--- config.mk ---
export PLATFORM = sky130hd
export DESIGN_NAME = tl_a_channel_arbiter_flat
export DESIGN_NICKNAME = d
export VERILOG_FILES = /design/src/rtl/tl_a_channel_arbiter_if.sv /design/src/rtl/tl_a_channel_arbiter.sv /design/src/flat_wrapper.sv
export SDC_FILE = /design/constraint.sdc
export NUM_CORES = 1
export LEC_CHECK = 0
export CORE_MARGIN = 1.5
export CORE_UTILIZATION = 45
export CTS_BUF_LIST = sky130_fd_sc_hd__clkbuf_4
export DETAILED_ROUTE_END_ITERATION = 10
export GPL_TIMING_DRIVEN = 0
export PLACE_DENSITY_LB_ADDON = 0.12
export SYNTH_ARGS = -nofsm -noshare
export SYNTH_HDL_FRONTEND = slang
export SYNTH_SLANG_ARGS = --single-unit
--- constraint.sdc ---
create_clock -name clk -period 4.55 [get_ports clk]
set_input_delay 0.91 -clock clk [delete_from_list [all_inputs] [get_ports clk]]
set_output_delay 0.91 -clock clk [all_outputs]
set_load 0.1 [all_outputs]
--- src/rtl/tl_a_channel_arbiter_if.sv ---
// Bus bundle for the two-master A/D channel arbiter.
// The "slave" modport is the arbiter's own view; "master" is the
// surrounding environment (both load/store masters plus the shared slave).
interface tl_a_channel_arbiter_if #(
    parameter int A_W = 55,
    parameter int D_W = 47
);
    logic [A_W-1:0] m0_a_channel;
    logic [A_W-1:0] m1_a_channel;
    logic [D_W-1:0] m0_d_channel;
    logic [D_W-1:0] m1_d_channel;
    logic [A_W-1:0] s_a_channel;
    logic [D_W-1:0] s_d_channel;
    logic [1:0]     m_drop;
    logic           stray_resp;
    logic           busy;

    modport slave (
        input  m0_a_channel,
        input  m1_a_channel,
        input  s_d_channel,
        output m0_d_channel,
        output m1_d_channel,
        output s_a_channel,
        output m_drop,
        output stray_resp,
        output busy
    );

    modport master (
        output m0_a_channel,
        output m1_a_channel,
        output s_d_channel,
        input  m0_d_channel,
        input  m1_d_channel,
        input  s_a_channel,
        input  m_drop,
        input  stray_resp,
        input  busy
    );
endinterface

--- src/rtl/tl_a_channel_arbiter.sv ---
// Shares one TileLink-style slave between two load/store masters.
// Each master's one-cycle request pulse is parked in a single holding slot;
// an IDLE/ISSUE/WAIT FSM picks a slot round-robin, sends it to the slave with
// the source field rewritten to the master index, and routes the matching D
// response back with the original source restored. If the slave stays silent
// for TIMEOUT wait cycles, an error response is synthesised instead.
// Only one transaction is ever outstanding at the slave.
module tl_a_channel_arbiter #(
    parameter int A_W     = 55,
    parameter int D_W     = 47,
    parameter int TIMEOUT = 2
) (
    input  logic                  clk,
    input  logic                  reset,
    tl_a_channel_arbiter_if.slave bus
);

    // A channel field positions
    localparam int A_OP_LO   = 52;
    localparam int A_SIZE_LO = 46;
    localparam int A_SRC_LO  = 44;
    localparam int A_VALID   = 1;

    // D channel field positions
    localparam int D_OP_LO   = 44;
    localparam int D_SIZE_LO = 37;
    localparam int D_SRC_LO  = 35;
    localparam int D_ERR     = 34;
    localparam int D_VALID   = 1;
    localparam int D_READY   = 0;

    // Opcodes involved in the synthesised error response
    localparam logic [2:0] OP_GET             = 3'd4;
    localparam logic [2:0] OP_ACCESS_ACK      = 3'd0;
    localparam logic [2:0] OP_ACCESS_ACK_DATA = 3'd1;

    // FSM encoding
    localparam logic [1:0] ST_IDLE  = 2'd0;
    localparam logic [1:0] ST_ISSUE = 2'd1;
    localparam logic [1:0] ST_WAIT  = 2'd2;

    // Last WAIT cycle in which a response is still accepted
    localparam logic [3:0] TIMER_LAST = 4'(TIMEOUT - 1);

    // Per-master views, gathered from the generate block below
    logic [A_W-1:0] a_in  [2];
    logic [A_W-1:0] hold  [2];
    logic [D_W-1:1] d_out [2];
    logic [1:0]     pend;
    logic [1:0]     drop;

    // FSM and datapath state
    logic [1:0]     state_reg,      state_next;
    logic           grant_reg,      grant_next;
    logic           last_grant_reg, last_grant_next;
    logic [3:0]     timer_reg,      timer_next;
    logic [1:0]     orig_src_reg,   orig_src_next;
    logic [A_W-1:0] s_a_reg,        s_a_next;
    logic           stray_reg,      stray_next;

    // Response hand-off from the FSM to the per-master D registers
    logic           resp_load;
    logic [D_W-1:1] resp_word;
    logic [1:0]     done;

    // Decoded helpers
    logic           d_valid;
    logic           d_match;
    logic           timer_expired;
    logic           pick;
    logic [2:0]     granted_op;
    logic [2:0]     granted_size;

    assign a_in[0] = bus.m0_a_channel;
    assign a_in[1] = bus.m1_a_channel;

    assign d_valid       = bus.s_d_channel[D_VALID];
    assign d_match       = (bus.s_d_channel[D_SRC_LO +: 2] == {1'b0, grant_reg});
    assign timer_expired = (timer_reg == TIMER_LAST);

    // Round-robin choice: the first pending slot after the last one served.
    // With only two masters this reduces to "the other one if it is pending".
    assign pick = last_grant_reg ? ~pend[0] : pend[1];

    // The granted slot stays frozen while its pend bit is set, so its op and
    // size can be read directly when building a timeout response.
    assign granted_op   = hold[grant_reg][A_OP_LO +: 3];
    assign granted_size = hold[grant_reg][A_SIZE_LO +: 3];

    // FSM next-state, slave request word and response construction
    always_comb begin
        state_next      = state_reg;
        grant_next      = grant_reg;
        last_grant_next = last_grant_reg;
        timer_next      = timer_reg;
        orig_src_next   = orig_src_reg;
        s_a_next        = s_a_reg;
        s_a_next[A_VALID] = 1'b0;
        stray_next      = 1'b0;
        resp_load       = 1'b0;
        resp_word       = '0;
        done            = 2'b00;

        case (state_reg)
            ST_IDLE: begin
                // Nothing is outstanding, so any slave response is unexpected
                stray_next = d_valid;
                if (pend != 2'b00) begin
                    // The request word is registered here so that it is on
                    // the slave bus, valid, for exactly the ISSUE cycle.
                    grant_next          = pick;
                    s_a_next            = hold[pick];
                    s_a_next[A_SRC_LO +: 2] = {1'b0, pick};
                    s_a_next[A_VALID]   = 1'b1;
                    orig_src_next       = hold[pick][A_SRC_LO +: 2];
                    state_next          = ST_ISSUE;
                end
            end

            ST_ISSUE: begin
                // The slave cannot legitimately answer a request it is only
                // now seeing.
                stray_next = d_valid;
                timer_next = 4'd0;
                state_next = ST_WAIT;
            end

            ST_WAIT: begin
                if (d_valid && d_match) begin
                    // Forward the slave word, restoring the master's source
                    resp_load = 1'b1;
                    resp_word = bus.s_d_channel[D_W-1:1];
                    resp_word[D_SRC_LO +: 2] = orig_src_reg;
                    resp_word[D_VALID]       = 1'b1;
                    done[grant_reg]   = 1'b1;
                    last_grant_next   = grant_reg;
                    state_next        = ST_IDLE;
                end else begin
                    // A response for the wrong source does not stop the clock
                    stray_next = d_valid;
                    if (timer_expired) begin
                        resp_load = 1'b1;
                        resp_word[D_OP_LO +: 3]   = (granted_op == OP_GET) ? OP_ACCESS_ACK_DATA
                                                                           : OP_ACCESS_ACK;
                        resp_word[D_SIZE_LO +: 5] = {2'b00, granted_size};
                        resp_word[D_SRC_LO +: 2]  = orig_src_reg;
                        resp_word[D_ERR]          = 1'b1;
                        resp_word[D_VALID]        = 1'b1;
                        done[grant_reg]   = 1'b1;
                        last_grant_next   = grant_reg;
                        state_next        = ST_IDLE;
                    end else begin
                        timer_next = timer_reg + 4'd1;
                    end
                end
            end

            default: begin
                state_next = ST_IDLE;
            end
        endcase
    end

    // FSM and slave-side registers; master 0 wins the first tie after reset
    always_ff @(posedge clk) begin
        if (reset) begin
            state_reg      <= ST_IDLE;
            grant_reg      <= 1'b0;
            last_grant_reg <= 1'b1;
            timer_reg      <= 4'd0;
            orig_src_reg   <= 2'd0;
            s_a_reg        <= '0;
            stray_reg      <= 1'b0;
        end else begin
            state_reg      <= state_next;
            grant_reg      <= grant_next;
            last_grant_reg <= last_grant_next;
            timer_reg      <= timer_next;
            orig_src_reg   <= orig_src_next;
            s_a_reg        <= s_a_next;
            stray_reg      <= stray_next;
        end
    end

    // Per-master holding slot, drop flag and response register
    genvar gi;
    generate
        for (gi = 0; gi < 2; gi++) begin : g_master
            logic [A_W-1:0] hold_reg;
            logic           pend_reg;
            logic           drop_reg;
            logic [D_W-1:1] d_reg;
            logic           load_here;

            assign load_here = resp_load && (grant_reg == 1'(gi));

            // Capture runs regardless of FSM state; a slot being released on
            // this edge is free to accept a new request on the same edge.
            always_ff @(posedge clk) begin
                if (reset) begin
                    hold_reg <= '0;
                    pend_reg <= 1'b0;
                    drop_reg <= 1'b0;
                end else begin
                    drop_reg <= 1'b0;
                    if (a_in[gi][A_VALID]) begin
                        if (!pend_reg || done[gi]) begin
                            hold_reg <= a_in[gi];
                            pend_reg <= 1'b1;
                        end else begin
                            drop_reg <= 1'b1;
                        end
                    end else if (done[gi]) begin
                        pend_reg <= 1'b0;
                    end
                end
            end

            // Response register: valid is a one-cycle pulse, other bits hold
            always_ff @(posedge clk) begin
                if (reset) begin
                    d_reg <= '0;
                end else if (load_here) begin
                    d_reg <= resp_word;
                end else begin
                    d_reg[D_VALID] <= 1'b0;
                end
            end

            assign hold[gi]  = hold_reg;
            assign pend[gi]  = pend_reg;
            assign drop[gi]  = drop_reg;
            assign d_out[gi] = d_reg;
        end
    endgenerate

    // Ready is a straight pass-through from the slave to both masters
    assign bus.m0_d_channel = {d_out[0], bus.s_d_channel[D_READY]};
    assign bus.m1_d_channel = {d_out[1], bus.s_d_channel[D_READY]};
    assign bus.s_a_channel  = s_a_reg;
    assign bus.m_drop       = drop;
    assign bus.stray_resp   = stray_reg;
    assign bus.busy         = (state_reg != ST_IDLE);

endmodule

--- src/flat_wrapper.sv ---
// flat-port wrapper written by rule: the top's interface ports become plain ports
module tl_a_channel_arbiter_flat 
#(
    parameter int A_W     = 55,
    parameter int D_W     = 47,
    parameter int TIMEOUT = 2
)
  (clk, reset, bus_m0_a_channel, bus_m1_a_channel, bus_s_d_channel, bus_m0_d_channel, bus_m1_d_channel, bus_s_a_channel, bus_m_drop, bus_stray_resp, bus_busy);
  tl_a_channel_arbiter_if #(.A_W(A_W), .D_W(D_W)) bus_i ();
  input  logic clk;
  input  logic reset;
  input wire logic [$bits(bus_i.m0_a_channel)-1:0] bus_m0_a_channel;
  input wire logic [$bits(bus_i.m1_a_channel)-1:0] bus_m1_a_channel;
  input wire logic [$bits(bus_i.s_d_channel)-1:0] bus_s_d_channel;
  output wire logic [$bits(bus_i.m0_d_channel)-1:0] bus_m0_d_channel;
  output wire logic [$bits(bus_i.m1_d_channel)-1:0] bus_m1_d_channel;
  output wire logic [$bits(bus_i.s_a_channel)-1:0] bus_s_a_channel;
  output wire logic [$bits(bus_i.m_drop)-1:0] bus_m_drop;
  output wire logic [$bits(bus_i.stray_resp)-1:0] bus_stray_resp;
  output wire logic [$bits(bus_i.busy)-1:0] bus_busy;
  assign bus_i.m0_a_channel = bus_m0_a_channel;
  assign bus_i.m1_a_channel = bus_m1_a_channel;
  assign bus_i.s_d_channel = bus_s_d_channel;
  assign bus_m0_d_channel = bus_i.m0_d_channel;
  assign bus_m1_d_channel = bus_i.m1_d_channel;
  assign bus_s_a_channel = bus_i.s_a_channel;
  assign bus_m_drop = bus_i.m_drop;
  assign bus_stray_resp = bus_i.stray_resp;
  assign bus_busy = bus_i.busy;
  tl_a_channel_arbiter #(.A_W(A_W), .D_W(D_W), .TIMEOUT(TIMEOUT)) u_core (.clk(clk), .reset(reset), .bus(bus_i));
endmodule
# ---- Word level (Yosys, flattened, before mapping)
# Index checks and enable logic that the tools add are counted.
dict set report op_classes {
  addsub 1
  multipliers 0
  n_div 0
  order_cmp 4
  n_eq_ne 11
  n_shift 0
  mux 43
  bitwise 9
  n_reduce_logical 29
}
# cell count
set op_table {}
lappend op_table {{55-bit 2-to-1 mux} 6}
lappend op_table {{46-bit 2-to-1 mux} 1}
lappend op_table {{32-bit 2-to-1 mux} 1}
lappend op_table {{1-bit 2-to-1 mux} 17}
lappend op_table {{2-bit 2-to-1 mux} 8}
lappend op_table {{2-bit AND reduction} 7}
lappend op_table {{2-bit nonzero test} 6}
lappend op_table {{2-bit OR reduction} 6}
lappend op_table {{4-bit 2-to-1 mux} 2}
lappend op_table {{8-bit 2-to-1 mux} 1}
lappend op_table {{4-bit one-hot mux with 2 select lines} 1}
lappend op_table {{1-bit NOT} 7}
lappend op_table {{3-bit 2-to-1 mux} 2}
lappend op_table {{6-bit 2-to-1 mux} 1}
lappend op_table {{2-bit by 1-bit != test with 1-bit output (second input constant)} 3}
lappend op_table {{2-bit one-hot mux with 3 select lines} 1}
lappend op_table {{4-bit by 1-bit adder with 4-bit output (second input constant)} 1}
lappend op_table {{4-bit by 1-bit equality test with 1-bit output (second input constant)} 1}
lappend op_table {{2-bit >= comparator (second input constant)} 2}
lappend op_table {{1-bit logical AND} 4}
lappend op_table {{2-bit != test (second input constant)} 2}
lappend op_table {{1-bit NOT with 2-bit output} 2}
lappend op_table {{3-bit equality test (second input constant)} 1}
lappend op_table {{3-bit by 1-bit != test with 1-bit output (second input constant)} 1}
lappend op_table {{other kinds (11)} 13}
dict set report word_totals {
  register_bits 271
  latch_bits 0
  ram_bits 0
  rom_bits 0
  output_inout_bits 153
  n_memories 0
}

# ---- Logic depth before layout (Yosys ltp)
# Gate-level depths: netlist of the first run.
dict set report logic_depth {
  depth_word 10
  mapped_depth 9
  ltp_nobuf 7
}

# ---- Least setup slack after synthesis of the first run
# No wires, ideal clock.
dict set report synth_path {
  kind {register to output}
  startpoint {reg u_core.state_reg[0]}
  endpoint {out bus_busy}
  arrival_ns 1.268
  required_time_ns 3.640
  slack_ns 2.372
  path_stages_with_launch 4
  cell_sequence {dfxtp_1 inv_1 ha_1 inv_1}
}
dict set report synth_via {
  elab_chain_cells 1
}
# item line_no
set synth_lines {}
lappend synth_lines {{from (decl)} tl_a_channel_arbiter.sv:53} ;# logic [1:0] state_reg, state_next;
lappend synth_lines {{from (signal assigned)} tl_a_channel_arbiter.sv:175} ;# state_reg <= state_next;
lappend synth_lines {{2-bit nonzero test} tl_a_channel_arbiter.sv:243} ;# assign bus.busy = (state_reg != ST_IDLE);
lappend synth_lines {{to (decl)} flat_wrapper.sv:20} ;# output wire logic [$bits(bus_i.busy)-1:0] bus_busy;
# Every way passes these cells.

# ---- Worst setup path in the final report of the first run
dict set report layout_path {
  startpoint {reg u_core.state_reg[1]}
  endpoint {out bus_busy}
}
# Same word-level chain as after synthesis.

==> impl_results.md, run 1 <==
- Layout Skew: 0.04084 ns
- Post-synthesis net count: 1257
- Pleak: 5.957 nW
- Clk network pwr share: 29.2%
- CP max-delay cell: clkdlybuf4s50_1
- Via-per-instance ratio: 4.989
- Number of flip-flops in the largest register: 108
- Hpwl dp: 22.99 mm
- CTS tree: done
- Period utilization: 77.84%
- Post-Syn Area per Cell: 10.18 µm²
- Die Ht: 160.1 µm
- Top-area cell type share of the netlist area: 48.29%
- PortBufs: 309
- DRT iter0 DRCs: 498
- Vias in the first global route: 9322
- Post-DRT Antenna Nets: 0
- Max cap viols: 0
- Clk buf depth: 3
- Worst path top cell family by delay: buffers and inverters
- Post_cts resized: 0
- Critical Path, Cell by Cell: inv_1 > ha_1 > inv_1 > clkdlybuf4s50_1
- Total wire length: 31.45 mm
- Xor and xnor area share after synthesis: 0.2928%
- Clk_lat worst skew: 0.65 ns
- Vias: 9254
- # DRC: 0
- Crit path kind: reg -> out
- Total die area: 25640 µm²
- RePlAce Congestion: 0.8239
- Hold_ws: 0.4521 ns
- Clock transition at the registers of the reported paths: 0.06 ns
- Largest net degree at the start of global routing: 11
- Setup TNS: 0 ns
- GRT overflow: 0
- CTS Buf Count: 71
- Slowest cell delay on critical path: 1.18 ns
- Layout cells sized above 1: 10.54%
- Startpoint types: flop
- Post-CTS Setup Inserts: 0
- Global-route usage over all layers: 24.29%
- Yosys reg bits: 268
- Clock Sinks: 268
- Starting Density: 45.82%
- Initial antenna violation count: 6
- Dominant cell type by area after synthesis: dfxtp_1
- Psw: 0.002914 W
- Register area share after synthesis: 48.29%
- Largest family of logic cells by synthesized area: simple AND/OR/NAND/NOR gates
- Die width: 160.1 µm
- VDD IR max: 0.3569 mV
- Crit-path max FO: 4
- First-pass GRT wire length: 49.55 mm
- Sequential Power Share: 36.9%
- PwrDens: 475.5 nW/µm²
- Ys Warns: 0
- Slew HR: 27.52%
- Top cells by area, synth: dfxtp_1, mux2i_1, nand2b_1
- Yosys cell types: 52
- # nets final: 1639
- Post-Synth Simple-Gate Area: 18.46%
- CP arrival: 2.63 ns
- Core area: 24250 µm²
- I/O pin count: 312
- Status: finished clean
- Sw Ratio: 39.39%
- Worst Setup End Kind: primary output
- Max-slew violation count: 0
- P_int: 0.004484 W
- RSZ-0062 raised after global routing: no
- Worst path required time: 3.64 ns
- Fillcell total: 2118
- Tightest Pin Transition: 1.084 ns
- HP Class: reg -> reg
- Max frequency: 0.2823 GHz
- Mux share of post-synthesis cell area: 15.32%
- Row cnt: 57
- Area growth syn-to-layout: 40.01%
- Complex-gate fraction of the synthesized area: 11.75%
- Drt pass-1 iters: 4
- Adder-Cell Fraction of Synth Area: 0.7883%
- CP Buf/Inv Count: 3
- Routed len/inst: 16.95 µm
- Most used cell, CP: inv_1
- Post-route minimum period: 3.542 ns
- Synthesized netlist cell count: 1091
- Hold_buf cts: 0
- CTS H-tree lvls: 3
- Post-Syn Area: 11110 µm²
- Share of total power in combinational logic: 33.9%
- Final setup fails: 0
- Root buf cell: clkbuf_4
- Final Hold Viols: 0
-- cells in the mapped netlist (all sizes together) --
cell	n
dfxtp	268
nand2b	224
mux2i	170
nor2	107
a211oi	58
clkbuf	54
a22o	40
a22oi	40
buf	40
nand2	12
inv	9
ha	7
o21ai	7
a21oi	6
a31oi	6
nor3	5
nand3	3
nand3b	3
o31ai	3
a221oi	2
and2	2
and4b	2
nor2b	2
nor3b	2
nor4b	2
o211ai	2
or2	2
a21boi	1
a311o	1
and3	1
conb	1
nand4bb	1
o21a	1
o21bai	1
o22ai	1
o32ai	1
or3	1
or4	1
xnor2	1
xor2	1
-- final timing paths --
path                                                   from                                   endpoint  slack, ns  cells past startpoint
setup / recovery           u_core.state_reg[1]$_SDFFE_PP0P_                                   bus_busy       1.01                      4
hold / removal    u_core.g_master[1].d_reg[38]$_SDFFE_PP0P_  u_core.g_master[1].d_reg[38]$_SDFFE_PP0P_       0.45                      2
setup reg to reg           u_core.state_reg[1]$_SDFFE_PP0P_    u_core.bus.s_a_channel[25]$_SDFFE_PP0P_       2.33                      8
hold reg to reg   u_core.g_master[1].d_reg[38]$_SDFFE_PP0P_  u_core.g_master[1].d_reg[38]$_SDFFE_PP0P_       0.45                      2
-- placed cells by master (no fill, tap or decap), drive strengths merged, types with 5 or more instances in the layout --
master and count:
a31oi 6, o21ai 7, a22oi 40, clkinv 17, a211oi 58, clkdlybuf4s50 309, clkbuf 160, dfxtp 268
buf 40, a22o 40, nand2b 224, nor2 107, ha 7, a21oi 6, inv 10, mux2i 170
nor3 5, nand2 12
-- worst reg2reg max path, cell delays in order, from the launching register on --
cell and delay, ns:
dfxtp_1 0.35, inv_1 0.11, ha_1 0.20, inv_1 0.08, nor2_1 0.13, clkbuf_1 0.45, clkbuf_1 0.48, nor2_1 0.08
a211oi_1 0.24
-- per-layer routing --
metal / wire length, µm / part of all wire [%] / GRT usage, %
met1: 13690 / 44 / 29.53
met4: 389 / 1.2 / 6.500
met3: 1928 / 6.1 / 6.364
met5: 27 / 0.086 / 0
met2: 15410 / 49 / 42.39
-- stage by stage --
| step | util [%] | cells | instance area (µm²) | power, W | worst slack (ns) |
|---|---|---|---|---|---|
| finish | 64.15 | 1855 | 15560 | 0.007397 | 1.008 |
| detailed placement | 60.25 | 1724 | 14610 | 0.005293 | 1.072 |
| CTS | 64.12 | 1852 | 15550 | 0.007472 | 0.9477 |
| floorplan | - | 1091 | 11110 | 0.004573 | 2.372 |
| global placement | 60.25 | 1724 | 14610 | 0.005277 | 1.185 |
| global route | 64.13 | 1853 | 15550 | 0.007746 | 0.8862 |
-- cells by family (layout without fill, tap and decap cells) --
logic type	Yosys count	after routing
AO/OA/AOI/OAI	170	170
AND/OR/NAND/NOR	370	370
multiplexers	170	170
other	1	4
adder cells (fa/ha/maj)	7	7
flip-flops	268	268
buffers and inverters	103	540
XOR/XNOR	2	2
-- area by class of cell --
class	count	area (µm²)	area share (%)
Clock inverter	22	143.9	0.9250
Sequential cell	268	5365	34.49
Multi-Input combinational cell	720	5181	33.31
Timing Repair Buffer	309	3093	19.88
Antenna cell	3	7.507	0.04826
Tap cell	324	405.4	2.606
Inverter	9	33.78	0.2172
Clock buffer	106	795.8	5.115
Buffer	94	530.5	3.410
-- power groups by stage --
| stage | Sequential, W | Combinational, W | Clock [W] |
|---|---|---|---|
| after floorplan | 0.00379 | 0.000779 | 0 |
| after global placement | 0.00278 | 0.00250 | 0 |
| after detailed placement | 0.00278 | 0.00252 | 0 |
| after CTS | 0.00273 | 0.00252 | 0.00222 |
| after global routing | 0.00275 | 0.00263 | 0.00237 |
| final | 0.00273 | 0.00251 | 0.00216 |
No activity file was read; power rests on OpenSTA's default activity.
==> inputs of run 2 (changes only) <==
Clock period 4.55 ns to 2.93 ns, I/O delays scaled along.
==> run 2 against run 1 <==
Wire length about the same. Flip-flop and latch count unchanged. Clock skew about the same. Die area unchanged. Worst hold slack unchanged. Sequential share of layout area unchanged. Combinational power increased by 55%. Worst setup slack got worse by 0.87 ns. Critical path type unchanged. Largest cell class unchanged.
==> impl_results.md, run 2 (same netlist as run 1, synthesis figures left out) <==
- Status: finished clean
- Row cnt: 57 (unchanged)
- Pleak: 5.961 nW (about the same)
- CTS tree: done
- Slew HR: 27.52% (unchanged)
- Drt pass-1 iters: 4 (unchanged)
- Global-route usage over all layers: 24.29% (about the same)
- Worst Setup End Kind: primary output
- RSZ-0062 raised after global routing: no
- Fin cells: 1855 (unchanged)
- Max-slew violation count: 0 (unchanged)
- I/O pin count: 312 (unchanged)
- # nets final: 1639 (unchanged)
- Final core occ: 64.15% (unchanged)
- Starting Density: 45.82% (unchanged)
- Clk buf depth: 3 (unchanged)
- Initial antenna violation count: 6 (unchanged)
- Startpoint types: flop
- Hpwl dp: 22.99 mm (unchanged)
- Fin area: 15560 µm² (unchanged)
- Worst path top cell family by delay: buffers and inverters
- Clock transition at the registers of the reported paths: 0.06 ns (about the same)
- CP arrival: 2.20 ns (-0.43 ns)
- Die width: 160.1 µm (unchanged)
- P_int: 0.006957 W (+55%)
- Slowest cell delay on critical path: 1.11 ns (-0.07 ns)
- Post-route minimum period: 2.787 ns
- Layout cells sized above 1: 10.60% (+0.065 points)
- Share of total power in combinational logic: 33.9% (about the same)
- Clk_lat worst skew: 0.65 ns (about the same)
- PwrDens: 738.1 nW/µm² (+55%)
- Worst path required time: 2.34 ns (-1.30 ns)
- Crit path kind: reg -> out
- Largest net degree at the start of global routing: 11 (unchanged)
- Area growth syn-to-layout: 40.01% (unchanged)
- Core area: 24250 µm² (unchanged)
- Max cap viols: 0 (unchanged)
- Vias: 9253 (-0.011%)
- Vias in the first global route: 9328 (+0.064%)
- Period utilization: 95.12%
- GRT overflow: 0 (unchanged)
- Via-per-instance ratio: 4.988 (about the same)
- Clock Sinks: 268 (unchanged)
- Critical Path, Cell by Cell: buf_4 > clkdlybuf4s50_1
- Commonest non-fill, non-tap cell in the layout: clkdlybuf4s50_1
- Crit-path max FO: 1 (-3)
- DRT iter0 DRCs: 498 (unchanged)
- # DRC: 0 (unchanged)
- Sequential Power Share: 36.9% (about the same)
- CTS H-tree lvls: 3 (unchanged)
- First-pass GRT wire length: 49.56 mm (about the same)
- CP Buf/Inv Count: 2 (-1)
- Total die area: 25640 µm² (unchanged)
- RePlAce Congestion: 0.8239 (unchanged)
- Placed insts: 1724 (unchanged)
- Layout Skew: 0.04084 ns (-0.0000003000 ns)
- Total wire length: 31.45 mm (about the same)
- Tightest Pin Transition: 1.084 ns (unchanged)
- Psw: 0.004525 W (+55%)
- HP Class: reg -> reg
- Sw Ratio: 39.41% (about the same)
- Hold_buf cts: 0 (unchanged)
- Root buf cell: clkbuf_4
- Post-DRT Antenna Nets: 0 (unchanged)
- Most frequent cells in the layout: clkdlybuf4s50_1, dfxtp_1, nand2b_1
- VDD IR max: 0.5542 mV (+55%)
- PortBufs: 309 (unchanged)
- Number of flip-flops in the largest register: 108 (unchanged)
- Fillcell total: 2119 (+0.047%)
- Final setup fails: 0 (unchanged)
- Max frequency: 0.3588 GHz
- Placed Area: 14610 µm² (unchanged)
- Final Hold Viols: 0 (unchanged)
- CTS Buf Count: 71 (unchanged)
- Clk network pwr share: 29.2% (about the same)
- CP max-delay cell: clkdlybuf4s50_1
- Die Ht: 160.1 µm (unchanged)
- Routed len/inst: 16.95 µm (about the same)
run 2: final cells by class:
type	count	area (µm²)	area share, %
diodes	3	7.507	0.04826
plain buffers	94	530.5	3.410
clock buffers	106	795.8	5.115
clock inverters	22	143.9	0.9250
inverters	9	33.78	0.2172
multi-input cells	720	5181	33.31
flip-flops and latches	268	5365	34.49
well taps	324	405.4	2.606
repair buffers	309	3093	19.88
run 2: repair_timing:
action	CTS	global route
buffers inserted	0	0
endpoints found under the setup margin	2	0
resized for setup	4	0
run 2: worst min-delay path, delay by kind of cell, from the launching register on:
kind / cells / cell delay, ns
flops: 1 / 0.31
simple gates: 1 / 0.05
compound gates: 1 / 0.05
run 2: power by group through the flow:
stage          combinational (W)  sequential [W]  clock, W
2_1_floorplan            0.00121         0.00589         0
3_3_place_gp             0.00388         0.00431         0
3_5_place_dp             0.00391         0.00431         0
4_1_cts                  0.00391         0.00424   0.00345
5_1_grt                  0.00407         0.00427   0.00368
6_report                 0.00389         0.00424   0.00335
run 2: metal layers:
layer  vias to the layer above  track usage [%]  wire length, µm
li1                       4570                -                -
met1                      4342            29.53            13690
met2                       296            42.41            15410
met3                        41            6.364             1928
met4                         4            6.500              389
met5                         -                0               27
run 2: per-stage QoR:
step | hold slack [ns] | setup WS [ns] | total power (W) | setup TNS, ns
2_1_floorplan | 0.4480 | 0.8049 | 0.007101 | 0
3_3_place_gp | 0.4388 | -0.1111 | 0.008195 | -1.232
3_5_place_dp | 0.4472 | -0.2244 | 0.008220 | -5.766
4_1_cts | 0.4431 | 0.07412 | 0.01160 | 0
5_1_grt | 0.4541 | 0.06101 | 0.01202 | 0
6_report | 0.4521 | 0.1429 | 0.01148 | 0
run 2: path summary, 6_finish.rpt:
| path | start | to | slack [ns] | cells after the start |
|---|---|---|---|---|
| setup / recovery | u_core.g_master[0].drop_reg$_SDFF_PP0_ | bus_m_drop[0] | 0.14 | 2 |
| hold / removal | u_core.g_master[1].d_reg[38]$_SDFFE_PP0P_ | u_core.g_master[1].d_reg[38]$_SDFFE_PP0P_ | 0.45 | 2 |
| setup reg to reg | u_core.state_reg[1]$_SDFFE_PP0P_ | u_core.bus.s_a_channel[25]$_SDFFE_PP0P_ | 0.71 | 8 |
| hold reg to reg | u_core.g_master[1].d_reg[38]$_SDFFE_PP0P_ | u_core.g_master[1].d_reg[38]$_SDFFE_PP0P_ | 0.45 | 2 |
